[src/rtl/instruction_fetch_stage.sv]
// instruction_fetch_stage
//   Front of the pipeline. It holds the program counter and presents it as the
//   word address to a combinational instruction memory. The returned word is
//   captured into the IF/ID register. A decode-side freeze holds the whole stage.
//   An EX-side branch redirects the PC and flushes the wrong-path fetch.
//   Edge priority: rst > branch_taken > freeze > normal advance.
//   Optional feature macro: FETCH_PERF_CNT_EN adds the fetched and flushed event counters.
module instruction_fetch_stage #(
  parameter int unsigned       ADDR_W   = 32,
  parameter logic [ADDR_W-1:0] RESET_PC = '0
) (
  input  logic              clk,
  input  logic              rst,
  input  logic              freeze,
  input  logic              branch_taken,
  input  logic [ADDR_W-1:0] branch_addr,
  output logic [ADDR_W-1:0] imem_addr,
  input  logic [31:0]       imem_instr,
  output logic [ADDR_W-1:0] if_id_pc,
  output logic [31:0]       if_id_instr,
  output logic              if_id_valid
`ifdef FETCH_PERF_CNT_EN
  ,
  output logic [31:0]       perf_fetched,
  output logic [31:0]       perf_flushed
`endif
);

  logic [ADDR_W-1:0] pc_q, pc_d;
  logic [ADDR_W-1:0] if_id_pc_q, if_id_pc_d;
  logic [31:0]       if_id_instr_q, if_id_instr_d;
  logic              if_id_valid_q, if_id_valid_d;
  logic [ADDR_W-1:0] pc_plus4;
  logic              advance;

  // Sequential PC. The addition wraps silently at the top of the address space.
  assign pc_plus4 = pc_q + ADDR_W'(4);
  assign advance  = !branch_taken && !freeze;

  // Next-state selection for the PC and the IF/ID register: redirect, hold or advance.
  always_comb begin
    // NOTE: every signal gets a hold default up front, so each path through
    // the if/else assigns it and no latch can be inferred.
    pc_d          = pc_q;
    if_id_pc_d    = if_id_pc_q;
    if_id_instr_d = if_id_instr_q;
    if_id_valid_d = if_id_valid_q;
    if (branch_taken) begin
      // Masking keeps the target word-aligned. This drops the low bits of a misaligned target.
      pc_d          = branch_addr & ~ADDR_W'(3);
      if_id_pc_d    = '0;
      if_id_instr_d = '0;
      if_id_valid_d = 1'b0;
    end else if (!freeze) begin
      pc_d          = pc_plus4;
      if_id_pc_d    = pc_plus4;
      if_id_instr_d = imem_instr;
      if_id_valid_d = 1'b1;
    end
  end

  // State registers with synchronous reset that overrides every other input.
  always_ff @(posedge clk) begin
    // NOTE: non-blocking assignments here let all flops sample their _d values
    // from the same pre-edge state, independent of statement order.
    if (rst) begin
      pc_q          <= RESET_PC;
      if_id_pc_q    <= '0;
      if_id_instr_q <= '0;
      if_id_valid_q <= 1'b0;
    end else begin
      pc_q          <= pc_d;
      if_id_pc_q    <= if_id_pc_d;
      if_id_instr_q <= if_id_instr_d;
      if_id_valid_q <= if_id_valid_d;
    end
  end

  assign imem_addr   = pc_q;
  assign if_id_pc    = if_id_pc_q;
  assign if_id_instr = if_id_instr_q;
  assign if_id_valid = if_id_valid_q;

`ifdef FETCH_PERF_CNT_EN
  logic [31:0] perf_fetched_q, perf_fetched_d;
  logic [31:0] perf_flushed_q, perf_flushed_d;

  // Event counters: fetched counts normal advances and flushed counts redirects. Both hold during freeze.
  always_comb begin
    perf_fetched_d = perf_fetched_q;
    perf_flushed_d = perf_flushed_q;
    if (branch_taken) perf_flushed_d = perf_flushed_q + 32'd1;
    else if (advance) perf_fetched_d = perf_fetched_q + 32'd1;
  end

  // Counter registers. They clear on reset and wrap modulo 2^32.
  always_ff @(posedge clk) begin
    if (rst) begin
      perf_fetched_q <= '0;
      perf_flushed_q <= '0;
    end else begin
      perf_fetched_q <= perf_fetched_d;
      perf_flushed_q <= perf_flushed_d;
    end
  end

  assign perf_fetched = perf_fetched_q;
  assign perf_flushed = perf_flushed_q;
`else
  // Without the counters, "advance" only documents the normal-advance
  // condition. This assignment references it so that it is not left dangling.
  logic advance_unused;
  assign advance_unused = advance;
`endif

endmodule

[config.mk]
export PLATFORM = sky130hd
export DESIGN_NAME = instruction_fetch_stage
export DESIGN_NICKNAME = d
export VERILOG_FILES = /design/src/rtl/instruction_fetch_stage.sv
export SDC_FILE = /design/constraint.sdc
export NUM_CORES = 1
export LEC_CHECK = 0
export BUFFER_PORTS_ARGS = -buffer_cell sky130_fd_sc_hd__buf_2
export CAP_MARGIN = 20
export CORE_AREA = 2 2 138 73
export CTS_BUF_LIST = sky130_fd_sc_hd__clkbuf_4 sky130_fd_sc_hd__clkbuf_8 sky130_fd_sc_hd__clkbuf_16
export CTS_CLUSTER_DIAMETER = 50
export CTS_CLUSTER_SIZE = 10
export DETAILED_ROUTE_END_ITERATION = 8
export DIE_AREA = 0 0 140 75
export PLACE_DENSITY = 0.78
export SLEW_MARGIN = 10
export SYNTH_ARGS = -nofsm -noshare
export SYNTH_HDL_FRONTEND = slang
export SYNTH_SLANG_ARGS = --single-unit
export TNS_END_PERCENT = 1
[constraint.sdc]
create_clock -name clk -period 2.98 [get_ports clk]
set_clock_uncertainty 0.1 [all_clocks]
set_input_delay 0.447 -clock clk [delete_from_list [all_inputs] [get_ports clk]]
set_output_delay 0.447 -clock clk [all_outputs]
set_load 0.05 [all_outputs]
==> results of run 1 <==
sequential cells by signal (all words and copies together), names as in the netlist:
name and count:
if_id_pc 30, imem_addr 30, if_id_instr 32, if_id_valid 1
kinds of logic after synthesis:
group           Yosys count  synth area share (%)
simple gates            172                  19.6
compound gates           98                  12.6
flops                    93                  42.0
buf+inv                  59                  7.34
xor+xnor                 48                  9.48
mux                      38                  8.58
fa+ha+maj                 1                 0.282
other cells               1                0.0846
worst max-delay path, stage by stage, from the launching register on:
cell and delay, ns:
dfxtp_1 0.47, ha_1 0.29, nand4_1 0.30, nor4_4 0.50
nand3_1 0.30, o31a_1 0.32, o31a_1 0.24
metrics by stage:
step / util, % / instances / area (sq um) / hold WS [ns] / worst slack (ns)
final: 59.9 / 779 / 5520 / 0.245 / 0.353
after global routing: 59.9 / 779 / 5520 / 0.232 / 0.188
after CTS: 59.9 / 779 / 5520 / 0.236 / 0.409
after detailed placement: 56.5 / 763 / 5210 / 0.348 / 0.440
after global placement: 56.5 / 763 / 5210 / 0.343 / 0.521
after floorplan: - / 513 / 4450 / 0.490 / 0.416
power by group through the flow:
stage / Combinational, W / Clock (W) / Sequential, W
floorplan: 0.000212 / 0 / 0.00156
global placement: 0.000510 / 0 / 0.00139
detailed placement: 0.000520 / 0 / 0.00139
CTS: 0.000522 / 0.00119 / 0.00136
global route: 0.000555 / 0.00126 / 0.00137
finish: 0.000520 / 0.00117 / 0.00137
synthesized netlist by cell type (2+ instances only):
cell type,count,area share (%)
and3_1,4,0.56
buf_4,4,0.68
o31a_1,5,0.99
and4_1,4,0.79
nor2b_1,3,0.42
o21a_1,16,2.7
buf_6,3,0.76
buf_2,4,0.45
clkbuf_1,18,1.5
nor4_1,7,0.99
nor2_1,65,5.5
or2_2,2,0.28
clkbuf_8,6,1.9
nand4_1,13,1.8
nor4_4,2,0.96
or3_1,2,0.28
inv_1,20,1.7
xnor2_1,28,5.5
a21oi_1,49,5.5
nand2_1,32,2.7
o22ai_1,3,0.42
mux2i_1,38,8.6
buf_1,3,0.25
dfxtp_1,93,42
nand3_1,17,1.9
xor2_1,20,4.0
o21ai_0,22,2.5
nor3_1,13,1.5
metal layers:
layer | vias to the layer above | part of all wire (%) | global-route usage [%]
li1 | 2024 | - | -
met1 | 1980 | 48 | 33.4
met2 | 170 | 44 | 37.0
met3 | 8 | 7.6 | 6.55
met4 | 0 | 0.42 | 4.71
met5 | - | 0 | 0
worst max-delay path by stage:
stage | from | to | slack [ns]
2_1_floorplan | imem_addr[2] | imem_addr[30] | 0.42
3_3_place_gp | imem_addr[2] | imem_addr[30] | 0.52
3_5_place_dp | imem_addr[2] | imem_addr[30] | 0.44
4_1_cts | imem_addr[2] | imem_addr[30] | 0.41
5_1_grt | imem_addr[2] | imem_addr[30] | 0.19
6_report | imem_addr[2] | imem_addr[30] | 0.35
area by class of cell:
type	instances	area, sq um	share of cell area [%]
Multi-Input combinational cell	361	2260	40.9
Clock buffer	11	253	4.58
Timing Repair Buffer	168	866	15.7
Clock inverter	5	58.8	1.06
Inverter	20	75.1	1.36
Sequential cell	93	1860	33.7
Tap cell	121	151	2.74
==> flow_summary.yaml, run 1 <==
placement:
  place.gp.congestion: 0.907
  place_hpwl_mm: 9.38
  io_buffers: 158
worst_setup_path:
  rr_startpoint: "imem_addr[2]"
  end_kind: "flop"
  cp-start-kind: "flop"
  critPathArrivalTime_ns: 2.75
  crit_fanout: 7
  reg2reg_to: "imem_addr[30]"
  cp_data_required_time_ns: 3.10
  r2r_cells: 6
  reg2reg_slack_ns: 0.35
  setup.worst_path.class: "flop to flop"
die:
  die_area_sq_mm: 0.0105
  core_area_sq_mm: 0.00923
  io_pins: 165
  fp.dieH_um: 75
  placementRows: 25
  dieWidth_um: 140
  start_util_pct: 48.1
clock_network:
  cts.hold.buffers_added: 0
  cts_buffers: 9
  cts-root-buf: "clkbuf_16"
  htreeDepth: 3
  cts_setup_buffers: 0
  cts_sinks: 93
  clockBufferDepth: 2
  cts_resized: 0
  cts_tree: "built"
  clk_latency_ns: 0.33
  clk_pin_slew_worst_paths_ns: 0.06
global_routing:
  grt_pass1_wl_mm: 19.5
  grt_overflow: 0
  grt_pass1_vias: 3846
  grt_max_degree: 51
  antenna_found_initial: 0
  grt.total_usage_pct: 23.7
routing:
  num_vias: 4182
  ant_nets: 0
  vias_per_cell: 5.37
  routed_wl_mm: 12.5
  wl_per_cell_um: 16.1
  drt-initial-drc-count: 258
  drc: 11
  firstDrtPassIters: 7
yosys:
  synth.distinct_cells: 42
  synth-seq-area-share_pct: 42.0
  synth_flop_cell: "dfxtp_1"
  synth_edf_count: 0
  synth.avg_cell_area_sq_um: 8.69
  synthArstFlopShare_pct: 0
  synth_area_sq_mm: 0.00443
  ys_seq_elements: 93
  yosysWarnings: 0
  synthCells: 510
pwr:
  power.total_w: 0.00306
  pwr-share-clk_pct: 38.3
  powerDensity_mw_per_mm2: 553
  pwr-share-seq_pct: 44.7
  p_int_w: 0.00215
  swShare_pct: 29.6
  p_comb_share_pct: 17.0
  ir_drop_v: 0.000275
  power_leakage_nw: 2.59
  p_switching_w: 0.000905
worst_hold_path:
  hold_path_startpoint: "branch_addr[11]"
  hp-class: "primary input to flop"
  hold_end: "imem_addr[11]"
  whs_path_depth: 3
cells_and_area:
  areaGrowthSynthToFinish_pct: 24.6
  final_cell_mix: "buf_2 (158), dfxtp_1 (93), nor2_1 (65)"
  drive_gt1_share_pct: 29.6
  final_common_cell: "buf_2"
  diodes: 0
  nNetsFinal: 722
  num-fill-cells: 851
sta:
  timing.setup.tns_ns: 0
  max_freq_ghz: 0.381
  tightest_slew_ns: 0.784
  min_period_over_period_pct: 88.2
  drv_slew: 0
  period_needed_ns: 2.63
  rsz0062_at_grt: "false"
  hold_viol_final: 0
  finalSetupViolCount: 0
  maxSlewHeadroom_pct: 47.8
outcome:
  status: "complete, but fails checks"
  violations: "design-rule violations"
job:
  drv_cap: 0
Note: power is estimated with default switching activity, not from simulation.
==> run 2: changes to the inputs <==
- REMOVE_ABC_BUFFERS: not set -> 1
==> flow_summary.yaml, run 2 (synthesis gave the netlist of run 1 again) <==
outcome:
  status: "complete, but fails checks"
  violations: "design-rule violations"
cells_and_area:
  nNetsFinal: 721
  largest_reg_flops: 32
  drive_gt1_share_pct: 29.5
  final_cell_mix: "buf_2 (158), dfxtp_1 (93), nor2_1 (65)"
  seq_area_sq_mm: 0.00186
  areaGrowthSynthToFinish_pct: 23.8
  final_common_cell: "buf_2"
  multi_input_area_sq_mm: 0.00226
  utilization_pct: 59.5
  diodes: 0
  num-fill-cells: 845
clock_network:
  cts_resized: 0
  cts_tree: "built"
  cts.hold.buffers_added: 0
  cts-root-buf: "clkbuf_16"
  clk_latency_ns: 0.34
  clk_pin_slew_worst_paths_ns: 0.07
  cts_buffers: 9
  clockBufferDepth: 2
  cts_setup_buffers: 0
  cts_sinks: 93
  htreeDepth: 3
worst_setup_path:
  slowest_stage: "nor4_4"
  cp_common_cell: "o31a_1"
  end_kind: "flop"
  path_cells: "ha_1 -> nand4_1 -> nor4_4 -> nand3_1 -> o31a_1 -> o31a_1"
  cp_data_required_time_ns: 3.11
  crit_fanout: 7
  critPathArrivalTime_ns: 2.64
  setup.worst_path.class: "flop to flop"
  path_buf_inv: 0
  crit_family: "simple AND/OR/NAND/NOR gates"
  cpPeakStageDelay_ns: 0.51
  cp-start-kind: "flop"
  reg2reg_slack_ns: 0.48
die:
  dieWidth_um: 140
  placementRows: 25
  start_util_pct: 48.1
  io_pins: 165
  fp.dieH_um: 75
  core_area_sq_mm: 0.00923
  die_area_sq_mm: 0.0105
routing:
  vias_per_cell: 5.33
  drc: 12
  wl_per_cell_um: 15.6
  drt-initial-drc-count: 281
  ant_nets: 0
  routed_wl_mm: 12.2
  num_vias: 4149
  firstDrtPassIters: 9
global_routing:
  antenna_found_initial: 0
  grt_max_degree: 56
  grt.total_usage_pct: 23.0
  grt_overflow: 0
  grt_pass1_vias: 3757
  grt_pass1_wl_mm: 18.9
pwr:
  ir_drop_v: 0.000286
  powerDensity_mw_per_mm2: 542
  power.total_w: 0.00297
  power_leakage_nw: 2.57
job:
  drv_cap: 0
worst_hold_path:
  hp-class: "primary input to flop"
placement:
  pre_cts_slack_ns: 0.501
  io_buffers: 158
  place.gp.congestion: 0.862
  place_hpwl_mm: 8.79
sta:
  rsz0062_at_grt: "false"
  tightest_slew_ns: 0.725
  min_period_over_period_pct: 84.0
  period_needed_ns: 2.50
  finalSetupViolCount: 0
  drv_slew: 0
  hold_viol_final: 0
  layout_setup_ws_ns: 0.478
  hold_slack_ns: 0.230
  max_freq_ghz: 0.400
  timing.setup.tns_ns: 0
  maxSlewHeadroom_pct: 51.7
-- run 2: changes by cell type in the layout (fill, tap and decap cells not counted) --
cell	previous run	this run
clkinv_4	1	2
clkinvlp_4	2	1
inv_8	0	1
inv_6	0	2
bufinv_16	1	0
clkbuf_8	2	0
buf_4	10	9
-- run 2: cell type report --
| cell class | instances | area share [%] |
|---|---|---|
| clock buffers | 9 | 4.10 |
| clock inverters | 7 | 1.07 |
| inverters | 20 | 1.37 |
| multi-input cells | 361 | 41.1 |
| flip-flops and latches | 93 | 33.9 |
| well taps | 121 | 2.76 |
| repair buffers | 167 | 15.6 |
-- run 2: where the power goes --
group          total [W]  internal (W)  switching, W
clock            0.00109      0.000579      0.000512
sequential       0.00136       0.00130     0.0000666
combinational   0.000518      0.000156      0.000362
total            0.00297       0.00203      0.000940
-- run 2: final timing paths --
path / from / to / depth (start not counted)
worst max-delay path: imem_addr[3] / imem_addr[30] / 6
worst min-delay path: imem_instr[5] / if_id_instr[5] / 3
worst max register to register: imem_addr[3] / imem_addr[30] / 6
worst min register to register: if_id_pc[3] / if_id_pc[3] / 2
-- run 2: layer usage --
metal / part of all wire [%] / vias to the layer above / track usage, % / wire length, um
met2: 42 / 186 / 34.3 / 5140
met1: 47 / 1919 / 32.6 / 5730
met3: 9.8 / 14 / 7.06 / 1190
met5: 0 / - / 0 / 0
met4: 0.78 / 0 / 6.73 / 95
li1: - / 2030 / - / -
-- run 2: worst register-to-register path: cells and delay by family, from the launching register on --
family	cells	cell delay, ns
flip-flops	1	0.41
AO/OA/AOI/OAI	2	0.53
AND/OR/NAND/NOR	3	1.06
adder cells (fa/ha/maj)	1	0.29
-- run 2: through the flow --
| step | instances | cell area (sq um) |
|---|---|---|
| 2_1_floorplan | 474 | 4200 |
| 3_3_place_gp | 762 | 5200 |
| 3_5_place_dp | 762 | 5200 |
| 4_1_cts | 778 | 5490 |
| 5_1_grt | 778 | 5490 |
| 6_report | 778 | 5490 |
